`src/rtl/alu_arbiter.sv`:
```
// Round-robin arbiter sharing one combinational ALU between the execute stage (req0)
// and the address/branch unit (req1), with a single held response register.
module alu_arbiter #(
    parameter int WIDTH = 64
) (
    input  logic             clk,
    input  logic             reset,
    input  logic             req0_valid,
    output logic             req0_ready,
    input  logic [WIDTH-1:0] req0_A,
    input  logic [WIDTH-1:0] req0_B,
    input  logic [2:0]       req0_cntrl,
    input  logic             req1_valid,
    output logic             req1_ready,
    input  logic [WIDTH-1:0] req1_A,
    input  logic [WIDTH-1:0] req1_B,
    input  logic [2:0]       req1_cntrl,
    output logic [WIDTH-1:0] alu_A,
    output logic [WIDTH-1:0] alu_B,
    output logic [2:0]       alu_cntrl,
    input  logic [WIDTH-1:0] alu_result,
    input  logic             alu_negative,
    input  logic             alu_zero,
    input  logic             alu_overflow,
    input  logic             alu_carry_out,
    output logic             resp_valid,
    input  logic             resp_ready,
    output logic             resp_id,
    output logic [WIDTH-1:0] resp_result,
    output logic             resp_negative,
    output logic             resp_zero,
    output logic             resp_overflow,
    output logic             resp_carry_out,
    output logic             resp_err
);

    localparam logic [2:0] OP_PASS_B = 3'b000;
    localparam logic [2:0] OP_ADD    = 3'b010;
    localparam logic [2:0] OP_SUB    = 3'b011;
    localparam logic [2:0] OP_AND    = 3'b100;
    localparam logic [2:0] OP_OR     = 3'b101;
    localparam logic [2:0] OP_XOR    = 3'b110;

    function automatic logic op_is_legal(input logic [2:0] op);
        case (op)
            OP_PASS_B, OP_ADD, OP_SUB, OP_AND, OP_OR, OP_XOR: op_is_legal = 1'b1;
            default:                                          op_is_legal = 1'b0;
        endcase
    endfunction

    // Overflow and carry only carry meaning for the arithmetic ops.
    function automatic logic op_is_arith(input logic [2:0] op);
        case (op)
            OP_ADD, OP_SUB: op_is_arith = 1'b1;
            default:        op_is_arith = 1'b0;
        endcase
    endfunction

    logic             can_issue_s;
    logic             grant_valid_s;
    logic             winner_s;
    logic             accept_s;
    logic             last_grant_r;

    logic             cap_err_s;
    logic [WIDTH-1:0] cap_result_s;
    logic             cap_negative_s;
    logic             cap_zero_s;
    logic             cap_overflow_s;
    logic             cap_carry_out_s;

    logic             resp_valid_r;
    logic             resp_id_r;
    logic [WIDTH-1:0] resp_result_r;
    logic             resp_negative_r;
    logic             resp_zero_r;
    logic             resp_overflow_r;
    logic             resp_carry_out_r;
    logic             resp_err_r;

    assign can_issue_s = !resp_valid_r || resp_ready;
    assign accept_s    = grant_valid_s && can_issue_s;

    // Round-robin winner selection; contention favours the side not granted last.
    always_comb begin
        grant_valid_s = 1'b0;
        winner_s      = 1'b0;
        if (req0_valid && req1_valid) begin
            grant_valid_s = 1'b1;
            winner_s      = !last_grant_r;
        end else if (req0_valid) begin
            grant_valid_s = 1'b1;
            winner_s      = 1'b0;
        end else if (req1_valid) begin
            grant_valid_s = 1'b1;
            winner_s      = 1'b1;
        end else begin
            grant_valid_s = 1'b0;
            winner_s      = 1'b0;
        end
    end

    // Handshake readies and shared ALU operand steering.
    always_comb begin
        req0_ready = 1'b0;
        req1_ready = 1'b0;
        alu_A      = '0;
        alu_B      = '0;
        alu_cntrl  = 3'b000;
        if (grant_valid_s) begin
            req0_ready = can_issue_s && !winner_s;
            req1_ready = can_issue_s && winner_s;
            if (winner_s) begin
                alu_A     = req1_A;
                alu_B     = req1_B;
                alu_cntrl = req1_cntrl;
            end else begin
                alu_A     = req0_A;
                alu_B     = req0_B;
                alu_cntrl = req0_cntrl;
            end
        end else begin
            req0_ready = 1'b0;
            req1_ready = 1'b0;
        end
    end

    // Response values to capture; illegal ops report a clean zero result.
    always_comb begin
        cap_err_s       = 1'b0;
        cap_result_s    = '0;
        cap_negative_s  = 1'b0;
        cap_zero_s      = 1'b1;
        cap_overflow_s  = 1'b0;
        cap_carry_out_s = 1'b0;
        if (op_is_legal(alu_cntrl)) begin
            cap_result_s   = alu_result;
            cap_negative_s = alu_negative;
            cap_zero_s     = alu_zero;
            if (op_is_arith(alu_cntrl)) begin
                cap_overflow_s  = alu_overflow;
                cap_carry_out_s = alu_carry_out;
            end else begin
                cap_overflow_s  = 1'b0;
                cap_carry_out_s = 1'b0;
            end
        end else begin
            cap_err_s = 1'b1;
        end
    end

    // Response register and round-robin history.
    always_ff @(posedge clk or posedge reset) begin
        if (reset) begin
            last_grant_r     <= 1'b1;
            resp_valid_r     <= 1'b0;
            resp_id_r        <= 1'b0;
            resp_result_r    <= '0;
            resp_negative_r  <= 1'b0;
            resp_zero_r      <= 1'b0;
            resp_overflow_r  <= 1'b0;
            resp_carry_out_r <= 1'b0;
            resp_err_r       <= 1'b0;
        end else if (accept_s) begin
            last_grant_r     <= winner_s;
            resp_valid_r     <= 1'b1;
            resp_id_r        <= winner_s;
            resp_result_r    <= cap_result_s;
            resp_negative_r  <= cap_negative_s;
            resp_zero_r      <= cap_zero_s;
            resp_overflow_r  <= cap_overflow_s;
            resp_carry_out_r <= cap_carry_out_s;
            resp_err_r       <= cap_err_s;
        end else if (resp_ready) begin
            resp_valid_r <= 1'b0;
        end
    end

    assign resp_valid     = resp_valid_r;
    assign resp_id        = resp_id_r;
    assign resp_result    = resp_result_r;
    assign resp_negative  = resp_negative_r;
    assign resp_zero      = resp_zero_r;
    assign resp_overflow  = resp_overflow_r;
    assign resp_carry_out = resp_carry_out_r;
    assign resp_err       = resp_err_r;

endmodule

```
`config.mk`:
```
export PLATFORM = sky130hd
export DESIGN_NAME = alu_arbiter
export DESIGN_NICKNAME = d
export VERILOG_FILES = /design/src/rtl/alu_arbiter.sv
export SDC_FILE = /design/constraint.sdc
export NUM_CORES = 1
export LEC_CHECK = 0
export CAP_MARGIN = 20
export CORE_AREA = 8 8 205 207
export CTS_BUF_LIST = sky130_fd_sc_hd__clkbuf_16
export DETAILED_ROUTE_END_ITERATION = 12
export DIE_AREA = 0 0 213 215
export PLACE_DENSITY_LB_ADDON = 0.2
export SLEW_MARGIN = 20
export SYNTH_ARGS = -nofsm -noshare
export SYNTH_HDL_FRONTEND = slang
export SYNTH_SLANG_ARGS = --single-unit
export TNS_END_PERCENT = 1
```
`constraint.sdc`:
```
create_clock -name clk -period 4.01 [get_ports clk]
set_clock_uncertainty 0.1 [all_clocks]
set_input_delay 0.401 -clock clk [delete_from_list [all_inputs] [get_ports clk]]
set_output_delay 0.401 -clock clk [all_outputs]
set_load 0.1 [all_outputs]
```
==> metrics.md, run 1 <==
| Metric | Value |
|---|---|
| Post-layout util | `28.7%` |
| Worst-Margin Slew | `1.05 ns` |
| GP Congestion | `0.883` |
| DP Area | `0.0109 sq mm` |
| Seq cells post-synth | `72` |
| Die area | `0.0458 sq mm` |
| Pwr dens | `480 mW/mm^2` |
| Worst Setup SP | `req1_valid` |
| Final setup violation count | `0` |
| Clock buffer count from CTS | `9` |
| Die W | `213 um` |
| RSZ-0062 raised after global routing | `no` |
| Syn-to-layout area delta | `129%` |
| RR Startpoint | `last_grant_r` |
| Worst hold start | `resp_overflow` |
| Netlist cell types | `27` |
| Num Clock Sinks | `72` |
| Resized Gates After CTS | `0` |
| Reg clk slew, reported paths | `0.06 ns` |
| Worst setup SP type | `primary input` |
| Slowest Stage Delay on Critical Path | `0.62 ns` |
| Vias after detailed routing | `6557` |
| Family with the most delay on the worst path | `buffers and inverters` |
| Slew Limit Fails | `0` |
| Max Cap Viol | `0` |
| Setup Crit Path Kind | `primary input to output port` |
| Initial antenna violation count | `7` |
| Most frequent cells in the layout | `clkdlybuf4s50_1, nand2_1, o21ai_0, buf_4, dfrtp_1` |
| Crit path required time | `3.51 ns` |
| Largest cells by area after synthesis | `dfrtp_1, nand2_1, mux2i_1, o21ai_0, a21oi_1` |
| Worst-Skew Late Latency | `0.33 ns` |
| Fin. Hold Viols | `0` |
| Largest fanout on the critical path | `145` |
| Crit end category | `output port` |
| Period Utilization, post-route | `75.1%` |
| First-pass GRT wire length | `46400 um` |
| Core area | `0.0390 sq mm` |
| Slew HR | `29.8%` |
| Commonest non-fill, non-tap cell in the layout | `clkdlybuf4s50_1` |
| Worst IR Drop VDD | `264 uV` |
| Peak Freq | `332 MHz` |
| Internal reg-to-reg setup slack | `1.80 ns` |
| Hold Crit Class | `flop to flop` |
| Fin Setup TNS | `0 ns` |
| Sequential share of the synthesized area | `36.9%` |
| Num ports | `539` |
| Net count after synthesis | `1016` |
| Tmin final | `3.01 ns` |
| Detailed Route WL | `32700 um` |
| Initial DRC count | `307` |
| Cells after Synth | `681` |
| Worst path depth | `6` |
| Number of global-route vias before repair | `6712` |
| Clock root buffer | `clkbuf_16` |
| Chip Height | `215 um` |
| Crit path cell chain | `clkdlybuf4s50_1 -> a21boi_4 -> buf_12 -> nand2_1 -> o21ai_0 -> buf_12` |
| Hold buffers post-CTS | `0` |
| Grt ovf | `0` |
| WHS Path Cells | `2` |
| Synth warnings | `0` |
| Pre-antenna DRT Iters | `4` |
| Share of layout cells above drive strength 1 | `14.2%` |
| Vias per inst | `3.83` |
| Reg2Reg Depth | `5` |
| Crit-path slowest cell | `clkdlybuf4s50_1` |
| Nets@finish | `1512` |
| HPWL Detailed | `26400 um` |
| GR Util All Layers | `13.3%` |
| Yosys top cell area share | `36.4%` |
| Remaining antenna violation count | `0` |
| Post CTS Setup Buffer Count | `0` |
| CTS tree | `built` |
| Port bufs | `538` |
| Maximum clock insertion buffer count | `2` |
| CP Data Arrival Time | `2.51 ns` |
| Most used cell, CP | `buf_12` |
| Final Cell Area | `0.0112 sq mm` |
| Area leader, netlist | `dfrtp_1` |
| Pleak | `4.76 nW` |
| WL/cell | `19.1 um` |
| Row cnt | `73` |
| Bufs and invs on worst path | `3` |
| H-Tree Level Count | `3` |
| Mapped Area | `0.00488 sq mm` |
| Largest net degree at the start of global routing | `146` |
| Status | `finished, final reports clean` |
| DRC violations left | `0` |
| Avg Inst Size Synth | `7.17 sq um` |
| Initial cell density of the core | `12.5%` |
-- cell usage after synthesis (all sizes together) --
master	n
inv	2
mux2i	65
o21ai	131
mux2	1
dfstp	1
nor2	2
a21boi	1
a32oi	1
nand2	262
a21o	2
o21a	1
nand2b	2
a31oi	1
dfrtp	71
a21oi	66
xor2	1
a22o	1
clkbuf	29
a32o	2
buf	37
and2	2
-- metrics by stage --
step                      setup slack, ns  power (mW)  hold WS [ns]  instances
after floorplan                     0.212        3.44         0.402        681
after global placement               1.07        4.56         0.362       1691
after detailed placement             1.01        4.56         0.370       1691
after CTS                            1.01        5.45         0.397       1707
after global routing                0.866        5.59         0.425       1712
final                               0.999        5.38         0.397       1713
-- power breakdown --
group / internal (mW) / leakage [nW] / switching [mW] / total, mW
Clock: 0.535 / 0.161 / 0.314 / 0.850
Combinational: 0.953 / 3.73 / 2.64 / 3.59
Sequential: 0.860 / 0.870 / 0.0737 / 0.934
-- per-layer routing --
| layer | wire length [um] | GRT usage (%) | up-vias |
|---|---|---|---|
| met5 | 13 | 0 | - |
| met4 | 476 | 3.59 | 2 |
| li1 | - | - | 3273 |
| met3 | 3490 | 5.04 | 22 |
| met2 | 16200 | 23.1 | 284 |
| met1 | 12500 | 15.0 | 2976 |
-- worst paths after layout --
path | to
min in group asynchronous | resp_zero
max reg2reg | resp_result[31]
max in group asynchronous | last_grant_r
max | alu_A[62]
min | resp_overflow
min reg2reg | resp_overflow
-- worst reg2reg max path: stages, from the launching register on --
cell	delay (ns)
dfstp_2	0.57
nand2b_1	0.17
a32o_1	0.23
and2_2	0.57
buf_4	0.33
a21oi_1	0.10
-- kinds of logic after synthesis --
| family | count (synthesis) | share of synthesized area, % |
|---|---|---|
| buf+inv | 68 | 6.74 |
| compound gates | 206 | 21.8 |
| flops | 72 | 36.9 |
| simple gates | 268 | 20.8 |
| mux | 66 | 13.6 |
| xor+xnor | 1 | 0.179 |
-- cell type report --
class                           instances  area, sq um
Fill cell                            4246        27800
Timing Repair Buffer                  551         5620
Multi-Input combinational cell        541         2790
Sequential cell                        72         1800
Tap cell                              525          657
Clock buffer                            9          225
Clock inverter                          7         80.1
Antenna cell                            6         15.0
Inverter                                2         7.51
-- sequential cells by signal, indices dropped and copies added (netlist names) --
register / cells
resp_err: 1
resp_zero: 1
resp_negative: 1
resp_result: 64
last_grant_r: 1
resp_carry_out: 1
resp_valid: 1
resp_overflow: 1
resp_id: 1
Note: power is estimated with default switching activity, not from simulation.
==> run 2: changes to the inputs <==
CORE_AREA = 8 8 206 208   (was 8 8 205 207)
DIE_AREA = 0 0 214 216   (was 0 0 213 215)
clock period = 2.8 ns   (was 4.01 ns; I/O delays follow)
==> run 2 against run 1 <==
  * Register-to-register slack got worse by 0.98 ns
  * Critical path depth decreased by 1
  * Count of clock-buffer cells in the layout unchanged
  * Global-route usage increased by 1.0 points
  * Critical endpoint is now alu_B[34]
  * Largest cell class unchanged
==> metrics.md, run 2 (synthesis gave the netlist of run 1 again) <==
| Metric | Value |
|---|---|
| Die W | `214 um (+0.47%)` |
| First-pass GRT wire length | `50400 um (+8.7%)` |
| Layout filler cell count | `4097 (-3.5%)` |
| Commonest non-fill, non-tap cell in the layout | `clkdlybuf4s50_1` |
| Fin. Hold Viols | `0 (unchanged)` |
| Slowest Stage Delay on Critical Path | `0.57 ns (-0.05 ns)` |
| Pwr dens | `660 mW/mm^2 (+37%)` |
| Row cnt | `73 (unchanged)` |
| Max Cap Viol | `0 (unchanged)` |
| Crit path required time | `2.42 ns (-1.09 ns)` |
| Largest fanout on the critical path | `74 (-49%)` |
| H-Tree Level Count | `3 (unchanged)` |
| Crit-path slowest cell | `dfstp_2` |
| Worst setup SP type | `flop` |
| Crit path cell chain | `a21boi_4 -> buf_12 -> buf_12 -> o21ai_0 -> buf_12` |
| Worst-Skew Late Latency | `0.33 ns (about the same)` |
| Num Clock Sinks | `72 (unchanged)` |
| Largest net degree at the start of global routing | `75 (-49%)` |
| GP Congestion | `0.864 (-2.1%)` |
| Post-layout util | `31.7% (+3.0 points)` |
| Initial antenna violation count | `6 (-1)` |
| Remaining antenna violation count | `0 (unchanged)` |
| Post CTS Setup Buffer Count | `0 (unchanged)` |
| Port bufs | `538 (unchanged)` |
| Worst IR Drop VDD | `443 uV (+68%)` |
| Resized Gates After CTS | `0 (unchanged)` |
| Largest register FFs | `64 (unchanged)` |
| Clock root buffer | `clkbuf_16` |
| Pwr Total | `8.20 mW (+52%)` |
| Nets@finish | `1523 (+0.73%)` |
| Status | `finished, final reports clean` |
| Vias per inst | `3.88 (+1.4%)` |
| Final setup violation count | `0 (unchanged)` |
| Hold buffers post-CTS | `0 (unchanged)` |
| Initial cell density of the core | `12.5% (-0.058 points)` |
| CP Data Arrival Time | `2.17 ns (-0.34 ns)` |
| Multi-input gate area | `0.00279 sq mm (unchanged)` |
| Slew HR | `60.4% (+31 points)` |
| WL/cell | `20.3 um (+6.2%)` |
| Tmin final | `2.55 ns` |
| Reg clk slew, reported paths | `0.06 ns (about the same)` |
| Setup Crit Path Kind | `flop to output port` |
| Detailed Route WL | `34900 um (+6.8%)` |
| Grt ovf | `0 (unchanged)` |
| Share of layout cells above drive strength 1 | `21.2% (+7.0 points)` |
| Number of global-route vias before repair | `6912 (+3.0%)` |
| Clock buffer count from CTS | `9 (unchanged)` |
| Pleak | `5.29 nW (+11%)` |
| Most used cell, CP | `buf_12` |
| Crit end category | `output port` |
| CTS tree | `built` |
| Chip Height | `216 um (+0.47%)` |
| Core area | `0.0392 sq mm (+0.47%)` |
| Worst-Margin Slew | `0.588 ns (-0.461 ns)` |
| Vias after detailed routing | `6687 (+2.0%)` |
| Die area | `0.0462 sq mm (+0.94%)` |
| Bufs and invs on worst path | `3 (unchanged)` |
| GR Util All Layers | `14.3% (+1.0 points)` |
| Pre-antenna DRT Iters | `5 (+1)` |
| Most frequent cells in the layout | `clkdlybuf4s50_1, nand2_1, buf_12, o21ai_0, buf_4` |
| Num ports | `539 (unchanged)` |
| Slew Limit Fails | `0 (unchanged)` |
| Period Utilization, post-route | `91.2%` |
| HPWL Detailed | `29000 um (+10%)` |
| Peak Freq | `392 MHz` |
| Initial DRC count | `342 (+11%)` |
| RSZ-0062 raised after global routing | `no` |
| Hold Crit Class | `primary input to async pin` |
| Register area | `0.00180 sq mm (unchanged)` |
| Family with the most delay on the worst path | `buffers and inverters` |
| Syn-to-layout area delta | `155%` |
| Maximum clock insertion buffer count | `2 (unchanged)` |
| DRC violations left | `0 (unchanged)` |
## run 2: cell count changes in the layout (fill, tap and decap cells not counted), sizes merged
cell	before	now
inv	5	3
buf	147	229
clkinv	2	3
clkdlybuf4s50	404	333
clkinvlp	0	1
diode	6	4
## run 2: worst paths after layout
| check | from | to | slack [ns] | cells past startpoint |
|---|---|---|---|---|
| worst max-delay path | last_grant_r | alu_B[34] | 0.25 | 5 |
| worst min-delay path | reset | resp_result[8] | 0.17 | 2 |
| worst max register to register | last_grant_r | resp_result[34] | 0.82 | 5 |
| worst min register to register | resp_carry_out | resp_carry_out | 0.39 | 2 |
| max in group asynchronous | reset | last_grant_r | 1.71 | 3 |
| min in group clk | req0_valid | last_grant_r | 0.37 | 3 |
## run 2: power by group
group	internal [mW]	switching [mW]
clock network	0.781	0.479
registers	1.23	0.110
logic	1.72	3.88
total	3.73	4.47
## run 2: cell type report
cell class	count	area share [%]
diodes	4	0.0805
clock buffers	9	1.81
clock inverters	7	0.755
inverters	2	0.0604
multi-input cells	541	22.5
flip-flops and latches	72	14.5
well taps	525	5.28
repair buffers	562	55.0
## run 2: per-stage QoR
| step | worst slack [ns] | TNS [ns] | std cells | hold slack [ns] | area (sq um) |
|---|---|---|---|---|---|
| 2_1_floorplan | -0.756 | -91.13 | 681 | 0.281 | 4880 |
| 3_3_place_gp | 0.301 | 0 | 1702 | 0.363 | 12100 |
| 3_5_place_dp | 0.274 | 0 | 1702 | 0.376 | 12100 |
| 4_1_cts | 0.200 | 0 | 1718 | 0.166 | 12400 |
| 5_1_grt | 0.173 | 0 | 1722 | 0.212 | 12400 |
| 6_report | 0.247 | 0 | 1722 | 0.174 | 12400 |
## run 2: worst reg2reg max path: stages (launching register included)
cell and delay (ns):
dfstp_2 0.57, nand2b_1 0.18, a32o_2 0.33, xor2_4 0.18
buf_12 0.29, a21oi_1 0.20
## run 2: per-layer routing
layer | track usage [%] | up-vias | share of wire (%) | routed length (um)
met2 | 25.1 | 316 | 51 | 17800
li1 | - | 3290 | - | -
met3 | 5.17 | 25 | 9.2 | 3200
met4 | 3.89 | 4 | 1.3 | 447
met1 | 16.2 | 3052 | 39 | 13500
met5 | 0 | - | 0.069 | 24
==> run 3: changes to the inputs <==
SLEW_MARGIN = default   (was 20)
==> results of run 3 <==
Final layout, timing and power as in run 2 (identical DEF).
